===== config.mk =====
export PLATFORM = sky130hd
export DESIGN_NAME = lwc_seg_packer
export DESIGN_NICKNAME = d
export VERILOG_FILES = /design/src/rtl/lwc_seg_packer.sv
export SDC_FILE = /design/constraint.sdc
export NUM_CORES = 1
export LEC_CHECK = 0
export CAP_MARGIN = 0
export CORE_ASPECT_RATIO = 1.4
export CORE_UTILIZATION = 34
export DETAILED_ROUTE_END_ITERATION = 8
export SYNTH_ARGS = -nofsm -noshare
export SYNTH_HDL_FRONTEND = slang
export SYNTH_SLANG_ARGS = --single-unit

===== constraint.sdc =====
create_clock -name clk -period 2.76 [get_ports clk]
set_input_delay 0.552 -clock clk [delete_from_list [all_inputs] [get_ports clk]]
set_output_delay 0.552 -clock clk [all_outputs]
set_load 0.01 [all_outputs]

===== src/rtl/lwc_seg_packer.sv =====
// lwc_seg_packer: converts LWC segment commands plus a byte stream into
// header-framed BUSW-wide beats on a valid/ready output bus.
//
// state  | meaning
// S_IDLE | waiting for a command; the output register may still hold a beat
// S_HDR  | emitting the remaining header beats, MSB first
// S_DATA | gathering payload bytes into words, right-padding the tail
module lwc_seg_packer #(
    parameter int BUSW = 32,
    parameter int LENW = 16
) (
    input  logic            clk,
    input  logic            rst,
    input  logic            cmd_valid,
    output logic            cmd_ready,
    input  logic            cmd_instr,
    input  logic [3:0]      cmd_type,
    input  logic [3:0]      cmd_flags,
    input  logic [LENW-1:0] cmd_len,
    input  logic            cmd_last,
    input  logic [7:0]      din_data,
    input  logic            din_valid,
    output logic            din_ready,
    output logic [BUSW-1:0] do_data,
    output logic            do_valid,
    input  logic            do_ready,
    output logic            do_last
);

    localparam int NB    = BUSW / 8;
    localparam int HB    = 32 / BUSW;
    localparam int LANEW = (NB > 1) ? $clog2(NB) : 1;

    typedef enum logic [1:0] {S_IDLE, S_HDR, S_DATA} state_t;

    state_t            r_state, w_state_nxt;
    logic [31:0]       r_hdr, w_hdr_nxt;
    logic [2:0]        r_hleft, w_hleft_nxt;
    logic              r_instr, w_instr_nxt;
    logic              r_last, w_last_nxt;
    logic [LENW-1:0]   r_len, w_len_nxt;
    logic [LENW-1:0]   r_rem, w_rem_nxt;
    logic [LANEW-1:0]  r_lane, w_lane_nxt;
    logic [BUSW-1:0]   r_gather, w_gather_nxt;
    logic              r_pend_valid, w_pend_valid_nxt;
    logic [BUSW-1:0]   r_pend_data, w_pend_data_nxt;
    logic              r_pend_final, w_pend_final_nxt;
    logic              r_out_valid, w_out_valid_nxt;
    logic [BUSW-1:0]   r_out_data, w_out_data_nxt;
    logic              r_out_last, w_out_last_nxt;

    logic              w_out_free;
    logic              w_byte_fire;
    logic              w_final;
    logic              w_word_done;
    logic [31:0]       w_hdr_word;
    logic [BUSW-1:0]   w_gather_fill;
    logic              w_hdr_go;
    logic [31:0]       w_hdr_src;
    logic [2:0]        w_hleft_src;
    logic              w_cur_instr;
    logic              w_cur_last;
    logic [LENW-1:0]   w_cur_len;
    logic              w_seg_end;

    assign cmd_ready = (r_state == S_IDLE);
    // rem guard keeps the counter from ever wrapping below zero
    assign din_ready = (r_state == S_DATA) && !r_pend_valid && (r_rem != '0);
    assign do_valid  = r_out_valid;
    assign do_data   = r_out_data;
    assign do_last   = r_out_last;

    assign w_out_free  = !r_out_valid || do_ready;
    assign w_byte_fire = din_valid && din_ready;
    assign w_final     = (r_rem == LENW'(1));
    assign w_word_done = (r_lane == LANEW'(NB - 1)) || w_final;
    assign w_hdr_word  = cmd_instr ? {cmd_type, 28'h0}
                                   : {cmd_type, cmd_flags, 8'h00, 16'(cmd_len)};

    always_comb begin
        w_gather_fill = r_gather;
        for (int k = 0; k < NB; k++) begin
            if (r_lane == LANEW'(k)) begin
                w_gather_fill[BUSW-1-8*k -: 8] = din_data;
            end
        end
    end

    always_comb begin
        w_state_nxt      = r_state;
        w_hdr_nxt        = r_hdr;
        w_hleft_nxt      = r_hleft;
        w_instr_nxt      = r_instr;
        w_last_nxt       = r_last;
        w_len_nxt        = r_len;
        w_rem_nxt        = r_rem;
        w_lane_nxt       = r_lane;
        w_gather_nxt     = r_gather;
        w_pend_valid_nxt = r_pend_valid;
        w_pend_data_nxt  = r_pend_data;
        w_pend_final_nxt = r_pend_final;
        w_out_valid_nxt  = r_out_valid && !do_ready;
        w_out_data_nxt   = r_out_data;
        w_out_last_nxt   = r_out_last;
        w_hdr_go         = 1'b0;
        w_hdr_src        = r_hdr;
        w_hleft_src      = r_hleft;
        w_cur_instr      = r_instr;
        w_cur_last       = r_last;
        w_cur_len        = r_len;
        w_seg_end        = 1'b0;

        case (r_state)
            S_IDLE: begin
                // first header beat is loaded on the accept edge itself
                if (cmd_valid) begin
                    w_instr_nxt = cmd_instr;
                    w_last_nxt  = cmd_last;
                    w_len_nxt   = cmd_len;
                    w_cur_instr = cmd_instr;
                    w_cur_last  = cmd_last;
                    w_cur_len   = cmd_len;
                    w_hdr_src   = w_hdr_word;
                    w_hleft_src = 3'(HB);
                    w_hdr_go    = 1'b1;
                end
            end
            S_HDR: begin
                w_hdr_go = 1'b1;
            end
            S_DATA: begin
                if (r_pend_valid) begin
                    if (w_out_free) begin
                        w_out_valid_nxt  = 1'b1;
                        w_out_data_nxt   = r_pend_data;
                        w_out_last_nxt   = r_last && r_pend_final;
                        w_pend_valid_nxt = 1'b0;
                        if (r_pend_final) begin
                            w_state_nxt = S_IDLE;
                        end
                    end
                end else if (w_byte_fire) begin
                    w_rem_nxt  = r_rem - LENW'(1);
                    w_lane_nxt = r_lane + LANEW'(1);
                    if (w_word_done) begin
                        w_gather_nxt = '0;
                        w_lane_nxt   = '0;
                        if (w_out_free) begin
                            w_out_valid_nxt = 1'b1;
                            w_out_data_nxt  = w_gather_fill;
                            w_out_last_nxt  = r_last && w_final;
                            if (w_final) begin
                                w_state_nxt = S_IDLE;
                            end
                        end else begin
                            w_pend_valid_nxt = 1'b1;
                            w_pend_data_nxt  = w_gather_fill;
                            w_pend_final_nxt = w_final;
                        end
                    end else begin
                        w_gather_nxt = w_gather_fill;
                    end
                end
            end
            default: begin
                w_state_nxt = S_IDLE;
            end
        endcase

        if (w_hdr_go) begin
            w_seg_end = w_cur_instr || (w_cur_len == '0);
            if (w_out_free) begin
                w_out_valid_nxt = 1'b1;
                w_out_data_nxt  = w_hdr_src[31 -: BUSW];
                w_hdr_nxt       = 32'({w_hdr_src, {BUSW{1'b0}}});
                w_hleft_nxt     = w_hleft_src - 3'd1;
                if (w_hleft_src == 3'd1) begin
                    w_out_last_nxt = w_cur_last && w_seg_end;
                    w_state_nxt    = w_seg_end ? S_IDLE : S_DATA;
                    w_rem_nxt      = w_cur_len;
                    w_lane_nxt     = '0;
                    w_gather_nxt   = '0;
                end else begin
                    w_out_last_nxt = 1'b0;
                    w_state_nxt    = S_HDR;
                end
            end else begin
                w_hdr_nxt   = w_hdr_src;
                w_hleft_nxt = w_hleft_src;
                w_state_nxt = S_HDR;
            end
        end
    end

    always_ff @(posedge clk) begin
        if (!rst) begin
            r_state      <= S_IDLE;
            r_hdr        <= '0;
            r_hleft      <= '0;
            r_instr      <= 1'b0;
            r_last       <= 1'b0;
            r_len        <= '0;
            r_rem        <= '0;
            r_lane       <= '0;
            r_gather     <= '0;
            r_pend_valid <= 1'b0;
            r_pend_data  <= '0;
            r_pend_final <= 1'b0;
            r_out_valid  <= 1'b0;
            r_out_data   <= '0;
            r_out_last   <= 1'b0;
        end else begin
            r_state      <= w_state_nxt;
            r_hdr        <= w_hdr_nxt;
            r_hleft      <= w_hleft_nxt;
            r_instr      <= w_instr_nxt;
            r_last       <= w_last_nxt;
            r_len        <= w_len_nxt;
            r_rem        <= w_rem_nxt;
            r_lane       <= w_lane_nxt;
            r_gather     <= w_gather_nxt;
            r_pend_valid <= w_pend_valid_nxt;
            r_pend_data  <= w_pend_data_nxt;
            r_pend_final <= w_pend_final_nxt;
            r_out_valid  <= w_out_valid_nxt;
            r_out_data   <= w_out_data_nxt;
            r_out_last   <= w_out_last_nxt;
        end
    end

endmodule


; Word-level counts from Yosys, hierarchy flattened
; Index checks and enable logic that the tools add are counted.
; W data, S select, Z words.
[totals]
input_bits = 39
register_bits = 173
elab_cells = 132
ramBits = 0
out_inout_bits = 36
romBits = 0
latch_bits = 0
mem_count = 0
[classes]
n_div = 0
order_cmp = 0
n_eq_ne = 13
n_bitwise = 2
mux = 79
mul = 0
shifts = 0
reduce_logical = 20
addsub = 3
[op_table]
columns = cell, count
row1 = $mux W32, 18
row2 = $mux W16, 8
row3 = $mux W2, 18
row4 = $mux W8, 4
row5 = $mux W28, 1
row6 = $mux W1, 25
row7 = $eq A16 B1 Y1 const B, 1
row8 = $logic_not A16 Y1, 1
row9 = $ne A4 B4 Y1 const B, 4
row10 = $reduce_bool A16 Y1, 1
row11 = $sub A16 B1 Y16 const B, 1
row12 = $mux W3, 3
row13 = $logic_and A1 B1 Y1, 7
row14 = $eq A2 B2 Y1 const B, 3
row15 = $reduce_and A6 Y1, 1
row16 = $reduce_and A5 Y1, 1
row17 = $eq A2 B1 Y1 const B, 2
row18 = $logic_not A2 Y1, 2
row19 = $pmux W2 S2, 1
row20 = $eq A3 B1 Y1 const B, 1
row21 = $logic_not A1 Y1, 3
row22 = $logic_or A1 B1 Y1, 3
row23 = $ne A3 B3 Y1 const B, 1
row24 = $sub A3 B1 Y3 const B, 1
row25 = 5 further kinds, 6

; Depth between registers and ports, before layout
[logic_depth]
depth_word = 10
ltp_mapped = 12
ltp_nobuf = 8

; Worst setup path before layout
; No wires, ideal clock.
[synth_path]
kind = in2reg
start = in cmd_valid
end = reg r_rem[1]
path_slack_ns = 0.226
stages = 10
setup_ns = 0.116
n_path_buf = 4
t_required_ns = 2.644
t_arrival_ns = 2.419
path_cell_list = or3b_1 -> buf_2 -> buf_2 -> buf_2 -> nand2_1 -> ha_1 -> o2111a_1 -> clkbuf_1 -> nand2_1 -> and3_1
[synth_via]
elab_chain_len = 6
word_cells_on_any_way = 10
cone_classes = 1 x eq/ne / 9 x mux
[synth_lines]
columns = item, line_no
row1 = from (decl), 14  ; input logic cmd_valid,
row2 = $mux W3, 116  ; if (cmd_valid) begin
row3 = $mux W3, 113  ; case (r_state)
row4 = $eq A3 B1 Y1, 177  ; if (w_hleft_src == 3'd1) begin
row5 = $mux W16, 177
row6 = $mux W16, 172  ; if (w_out_free) begin
row7 = $mux W16 (*), 170  ; if (w_hdr_go) begin
row8 = to (signal assigned), 219  ; r_rem <= w_rem_nxt;
row9 = to (decl), 42  ; logic [LENW-1:0] r_rem, w_rem_nxt;
; Mark *: on every way between the ends. The rest lies on a longest branch, timed or not.
; A chain may end at the register's enable or synchronous reset.

; Worst setup path after layout
[layout_path]
start = reg r_rem[1]
end = out din_ready
[layout_via]
elab_chain_len = 2
[layout_lines]
columns = item, line_no
row1 = $reduce_bool A16 Y1, 68  ; assign din_ready = (r_state == S_DATA) && !r_pend_valid && (r_rem != '0);
row2 = $logic_and A1 B1 Y1, 68
row3 = to (decl), 23  ; output logic din_ready,
; No other way between the ends.

==> out/metrics.yaml <==
outcome:
  status: "finished clean"
worst_setup_path:
  r2r_slack_ns: 0.22
  critical_path_buf_inv_count: 3
  reg2reg_to: "do_last"
  slowest_delay_ns: 0.34
  crit_fanout: 4
  worst_setup_path_end_kind: "primary output"
  cp_slowest_cell: "and4_2"
  startpoint: "r_rem[1]"
  r2r-start: "r_rem[1]"
  crit_family: "simple AND/OR/NAND/NOR gates"
  required_ns: 2.21
  cp-start-kind: "register"
  reg2reg_depth: 9
  cp.depth: 7
  arrival_ns: 2.13
  crit_path_end: "din_ready"
  crit_type: "reg2out"
  crit_chain: "inv_1 -> ha_1 -> nor4b_1 -> and4_2 -> nor3_4 -> buf_4 -> dlygate4sd2_1"
synth:
  syn_area_um2: 8450
  yosys-top-cells-area: "dfxtp_1 41%, nor2_1 5.9%, mux2i_1 5.0%, a211oi_1 4.4%, a211oi_2 3.7%"
  synthFlopType: "dfxtp_1"
  yosys.area.top_type_share_pct: 41.0
  synth_cells: 941
  async_reset_ff_share_pct: 0
  syn_avg_cell_area_um2: 8.98
  synth_cell_types: 66
  syn_nets: 989
  synth_edf_count: 0
  yosysSeqAreaShare_pct: 41.0
  synth_top_area_cell: "dfxtp_1"
  yosysWarningCount: 0
  yosys_register_bits: 173
floorplanning:
  rows: 67
  die_y_um: 188
  start_util_pct: 35.0
  coreArea_um2: 24100
  die_w_um: 135
  io-pin-count: 75
  die-area_um2: 25500
flow_run:
  drv_cap: 0
sta:
  finalCritPeriodShare_pct: 97.1
  min_period_ns: 2.68
  slew_headroom_pct: 59.9
  setup_slack_ns: 0.0787
  setup_tns_ns: 0
  skew_ns: 0.00885
  drv_slew: 0
  max_freq_mhz: 373
  hold_viol_final: 0
  rsz0062_at_grt: "false"
  finalSetupViolations: 0
  tightestPinTransition_ns: 0.602
global_routing:
  grt_pass1_vias: 7142
  grt_max_degree: 67
  antenna_found_initial: 0
  grt-ovfl-total: 0
  grt.total_usage_pct: 21.1
  grt_pass1_wl_mm: 41.1
placement:
  gp_congestion: 0.789
  pre_cts_ws_ns: 0.0892
  port_buffers: 74
  dp_hpwl_mm: 17.8
detailed_routing:
  wl_per_cell_um: 19.8
  via_count: 7526
  wl_mm: 26.0
  drt_iter0_markers: 611
  detail-route-antenna-nets: 0
  first_pass_iters: 5
  viasPerCell: 5.74
  drc: 0
clock_network:
  cts_buffer_depth: 2
  cts_tree: "built"
  root_buffer: "clkbuf_16"
  htreeDepth: 4
  worst_skew_pair.late_latency_ns: 0.44
  cts.sinks: 173
  numCtsBuffers: 17
  postCtsSetupBuffers: 0
  path_clk_slew_ns: 0.07
pwr:
  p_leak_nw: 3.63
  power_density_nw_per_um2: 858
  total_power_mw: 8.86
  vdd_ir_drop_max_v: 0.000489
layout:
  final_util_pct: 42.8
  fin_nets: 1039
  nFillCells: 2369
  diodes: 0
  drive_above_1_share_pct: 14.2
  area_delta_synth_final_pct: 22.3
hold_path:
  min_path_type: "reg2reg"
[through the flow]
stage | instance area [um^2] | std cells | hold WS [ns]
after floorplan | 8450 | 941 | 0.424
after global placement | 9670 | 1282 | 0.433
after detailed placement | 9670 | 1282 | 0.439
after CTS | 10300 | 1312 | 0.452
after global routing | 10300 | 1312 | 0.474
final | 10300 | 1312 | 0.451
[synth_stat cells, types with 5 or more instances]
cell	instances
buf_2	27
clkbuf_1	46
o31ai_1	20
o21ai_0	5
mux2i_1	42
a211oi_2	25
nor4_1	13
and3_1	5
o22ai_1	12
a211oi_1	49
a221o_1	20
o211ai_1	25
nor3_1	42
a22oi_1	21
ha_1	9
inv_1	9
nand3_1	8
a2111oi_0	10
xor2_1	7
o211a_1	7
nand2_1	62
nor2_1	133
dfxtp_1	173
a21oi_1	43
and2_1	14
o311a_1	13
xnor2_1	8
or3b_2	20
buf_1	8
buf_4	5
[worst min path at each step]
stage | startpoint | endpoint | slack [ns] | cells past startpoint
floorplan | r_hdr[16] | r_hdr[16] | 0.42 | 2
global placement | r_hdr[16] | r_hdr[16] | 0.43 | 2
detailed placement | r_hdr[17] | r_hdr[17] | 0.44 | 2
CTS | r_gather[31] | r_gather[31] | 0.45 | 2
global route | r_hdr[17] | r_hdr[17] | 0.47 | 2
finish | r_gather[31] | r_gather[31] | 0.45 | 2
[where the power goes]
| group | total, mW | switching, mW | leakage [nW] | internal (mW) |
|---|---|---|---|---|
| Sequential | 3.10 | 0.314 | 1.40 | 2.79 |
| Combinational | 3.06 | 1.76 | 1.92 | 1.30 |
| Clock | 2.70 | 1.03 | 0.309 | 1.68 |
| Total | 8.86 | 3.10 | 3.63 | 5.77 |
[layer usage]
layer	share of wire [%]	global-route usage [%]	wire length, um
met3	4.5	3.93	1170
met5	0	0	0
met4	2.7	8.60	715
met1	44	27.3	11500
met2	48	34.1	12600
[worst min-delay path, stage by stage (launching register included)]
cell     delay [ns]
dfxtp_1        0.31
nand2_1        0.05
a21oi_1        0.05
[final cells by class]
cell class	instances	area, um^2	area share (%)
multi-input cells	670	4580	44.3
flip-flops and latches	173	3460	33.5
repair buffers	120	1210	11.7
clock buffers	21	470	4.55
well taps	310	388	3.75
clock inverters	9	184	1.78
inverters	9	33.8	0.327
[repair_timing]
action,in CTS,in global routing
pin swaps,1,1
endpoints found under the setup margin,1,1
resized for setup,5,1
hold buffers,0,0
[cell usage in the layout (no fill, tap or decap), drive strengths merged, types with 9 or more instances in the layout]
| cell type | instances |
|---|---|
| clkbuf | 21 |
| ha | 9 |
| inv | 10 |
| nor2 | 134 |
| buf | 46 |
| or3b | 21 |
| o211ai | 25 |
| nor4 | 18 |
| nand2 | 62 |
| a211oi | 74 |
| nor3 | 43 |
| and2 | 14 |
| a2111oi | 10 |
| dfxtp | 173 |
| o31ai | 20 |
| a21oi | 43 |
| a22oi | 21 |
| o311a | 13 |
| clkdlybuf4s50 | 73 |
| o22ai | 12 |
| a221o | 20 |
| mux2i | 42 |
[sequential cells by signal, indices dropped and copies added, names as in the netlist]
name,cells
r_lane,2
r_pend_final,1
r_state,2
r_hdr,32
r_rem,16
r_hleft,3
do_valid,1
r_pend_data,32
r_pend_valid,1
r_instr,1
r_len,16
r_gather,32
do_data,32
do_last,1
r_last,1
[kinds of logic (layout without fill, tap and decap cells)]
| family | Yosys count | count (layout) | synth area share [%] |
|---|---|---|---|
| mux | 42 | 42 | 4.98 |
| compound gates | 276 | 276 | 26.2 |
| flops | 173 | 173 | 41.0 |
| xor+xnor | 15 | 15 | 1.56 |
| buf+inv | 98 | 159 | 5.24 |
| simple gates | 328 | 328 | 19.7 |
| fa+ha+maj | 9 | 9 | 1.33 |
Note: power is estimated with default switching activity, not from simulation.
==> RTL change: new RTL, same settings <==
`LENW`: 16 -> 32.
--- a/src/rtl/lwc_seg_packer.sv
+++ b/src/rtl/lwc_seg_packer.sv
@@ -7,7 +7,7 @@
 // S_DATA | gathering payload bytes into words, right-padding the tail
 module lwc_seg_packer #(
     parameter int BUSW = 32,
-    parameter int LENW = 16
+    parameter int LENW = 32
 ) (
     input  logic            clk,
     input  logic            rst,
Ports: changed (resized cmd_len); port bits go from 75 to 91. The function was not compared with the original's and may differ.
==> RTL change against the original RTL <==
Setup slack improved by 0.046 ns; critical path depth fell by 1; worst hold slack improved by 0.00087 ns; sequential cell count rose by 32; non-clock buffer count rose by 45; clock skew rose by 0.0013 ns; area after synthesis rose by 18%; sequential share of layout area fell by 0.41 points; power rose by 26%; design area rose by 20%; routed wire length rose by 20%; largest cell class unchanged.
==> RTL change: results (changes against the original RTL) <==
Clock tree
  • Resize count post-CTS: 6 (+1)
  • Clock Tree Buf Depth: 3 (+1)
  • H-tree levels: 1 (-3)
  • Post-CTS setup buffers: 5 (+5)
  • Clk Tree Root Cell: clkbuf_16
  • Clock buffer count from CTS: 21 (+4)

Finish
  • Fin nets: 1358 (+31%)
  • Final core utilization: 43.3% (+0.54 points)
  • Layout cells sized above 1: 11.9% (-2.3 points)
  • Register area: 0.00410 mm² (+18%)
  • Filler instances: 2850 (+20%)

Yosys
  • Mapped Cells: 1211 (+29%)
  • Yosys cell types: 60 (-9.1%)
  • Sequential cell area fraction in the yosys report: 41.2% (+0.19 points)
  • Post-synthesis xor/xnor area fraction: 2.73% (+1.2 points)
  • Dominant cell type by area after synthesis: dfxtp_1
  • Syn Nets: 1275 (+29%)
  • Synth area leaders: dfxtp_1 (41%), a21oi_1 (8.0%), nor2_1 (6.9%), nand2_1 (4.1%), a211oi_1 (3.5%)
  • Synth Area in Adders: 1.13% (-0.20 points)
  • Mux share of post-synthesis cell area: 1.71% (-3.3 points)

Place
  • Pre-CTS WS: -0.224 ns (-0.313 ns)
  • Hpwl dp: 21800 µm (+23%)
  • Cell Count Post-Placement: 1641 (+28%)
  • RD Place Congestion: 0.855 (+8.4%)

Detailed routing
  • DR WL met3: 1240 µm (+6.3%)
  • Post-Route WL: 31100 µm (+20%)
  • Initial detailed-routing violation count: 604 (-1.1%)
  • Vias/cell: 5.48 (-4.5%)
  • WL met1: 13500 µm (+17%)
  • Drt pass-1 iters: 6 (+1)
  • Top routing layer in use: met5
  • Detail Route met2 WL: 15300 µm (+22%)

GRT
  • Number of antenna violations at the first check in global routing: 1 (+1)
  • Largest net degree at the start of global routing: 71 (+6.0%)
  • First-pass GRT wire length: 49700 µm (+21%)
  • All-Layer GR Usage: 20.7% (-0.38 points)
  • Vias in the first global route: 9037 (+27%)

STA
  • Slew margin rel.: 41.3% (-19 points)
  • Smallest hold slack: 0.452 ns (+0.000874 ns)
  • Min Clock Period, post-route: 2.64 ns (-0.0459 ns)
  • Setup Skew: 0.0101 ns (+0.00127 ns)

Worst setup path
  • Worst R2R Start: r_rem[7]$_SDFF_PN0_
  • CP peak stage delay: 0.40 ns (+0.06 ns)
  • Critical Path Source: r_rem[16]$_SDFF_PN0_
  • Worst R2R Setup Slack: 0.15 ns (-0.07 ns)
  • Crit path max fanout: 5 (+1)
  • CP Data Arrival Time: 2.08 ns (-0.05 ns)

Run status
  • Status: completed

Pwr
  • Largest vdd supply drop: 0.436 mV (-11%)

Floorplanning
  • Full die area: 0.0300 mm² (+18%)
-- RTL change: cell families after synthesis --
family / Yosys count
simple gates: 475
compound gates: 356
flops: 205
buf+inv: 118
xor+xnor: 31
mux: 17
fa+ha+maj: 9
-- RTL change: area by class of cell --
cell class | instances | share of cell area [%]
Tap cell | 375 | 3.79
Sequential cell | 205 | 33.1
Multi-Input combinational cell | 888 | 43.8
Timing Repair Buffer | 165 | 13.0
Clock buffer | 26 | 4.72
Clock inverter | 11 | 1.16
Inverter | 13 | 0.414
-- RTL change: tightest hold or removal path, delay by kind of cell, from the launching register on --
| family | cells | cell delay, ns |
|---|---|---|
| AO/OA/AOI/OAI | 1 | 0.05 |
| flip-flops | 1 | 0.31 |
| AND/OR/NAND/NOR | 1 | 0.05 |
-- RTL change: layer usage --
metal / vias up / global-route usage [%]
li1: 4556 / -
met1: 4390 / 25.9
met2: 219 / 36.2
met3: 56 / 2.36
met4: 2 / 8.00
met5: - / 0
-- RTL change: report_power, final --
group | switching (mW) | leakage [nW] | internal, mW
Sequential | 0.474 | 1.67 | 3.40
Clock | 1.23 | 0.348 | 1.79
Combinational | 2.49 | 2.67 | 1.83
-- RTL change: how the worst min path moves through the flow --
stage / start / to / depth (start not counted)
detailed placement: r_gather[14]$_SDFF_PN0_ / r_gather[14]$_SDFF_PN0_ / 2
global route: r_gather[14]$_SDFF_PN0_ / r_gather[14]$_SDFF_PN0_ / 2
global placement: r_gather[15]$_SDFF_PN0_ / r_gather[15]$_SDFF_PN0_ / 2
CTS: r_gather[14]$_SDFF_PN0_ / r_gather[14]$_SDFF_PN0_ / 2
floorplan: r_hdr[16]$_SDFFE_PN0P_ / r_hdr[16]$_SDFFE_PN0P_ / 1
finish: r_gather[15]$_SDFF_PN0_ / r_gather[15]$_SDFF_PN0_ / 2
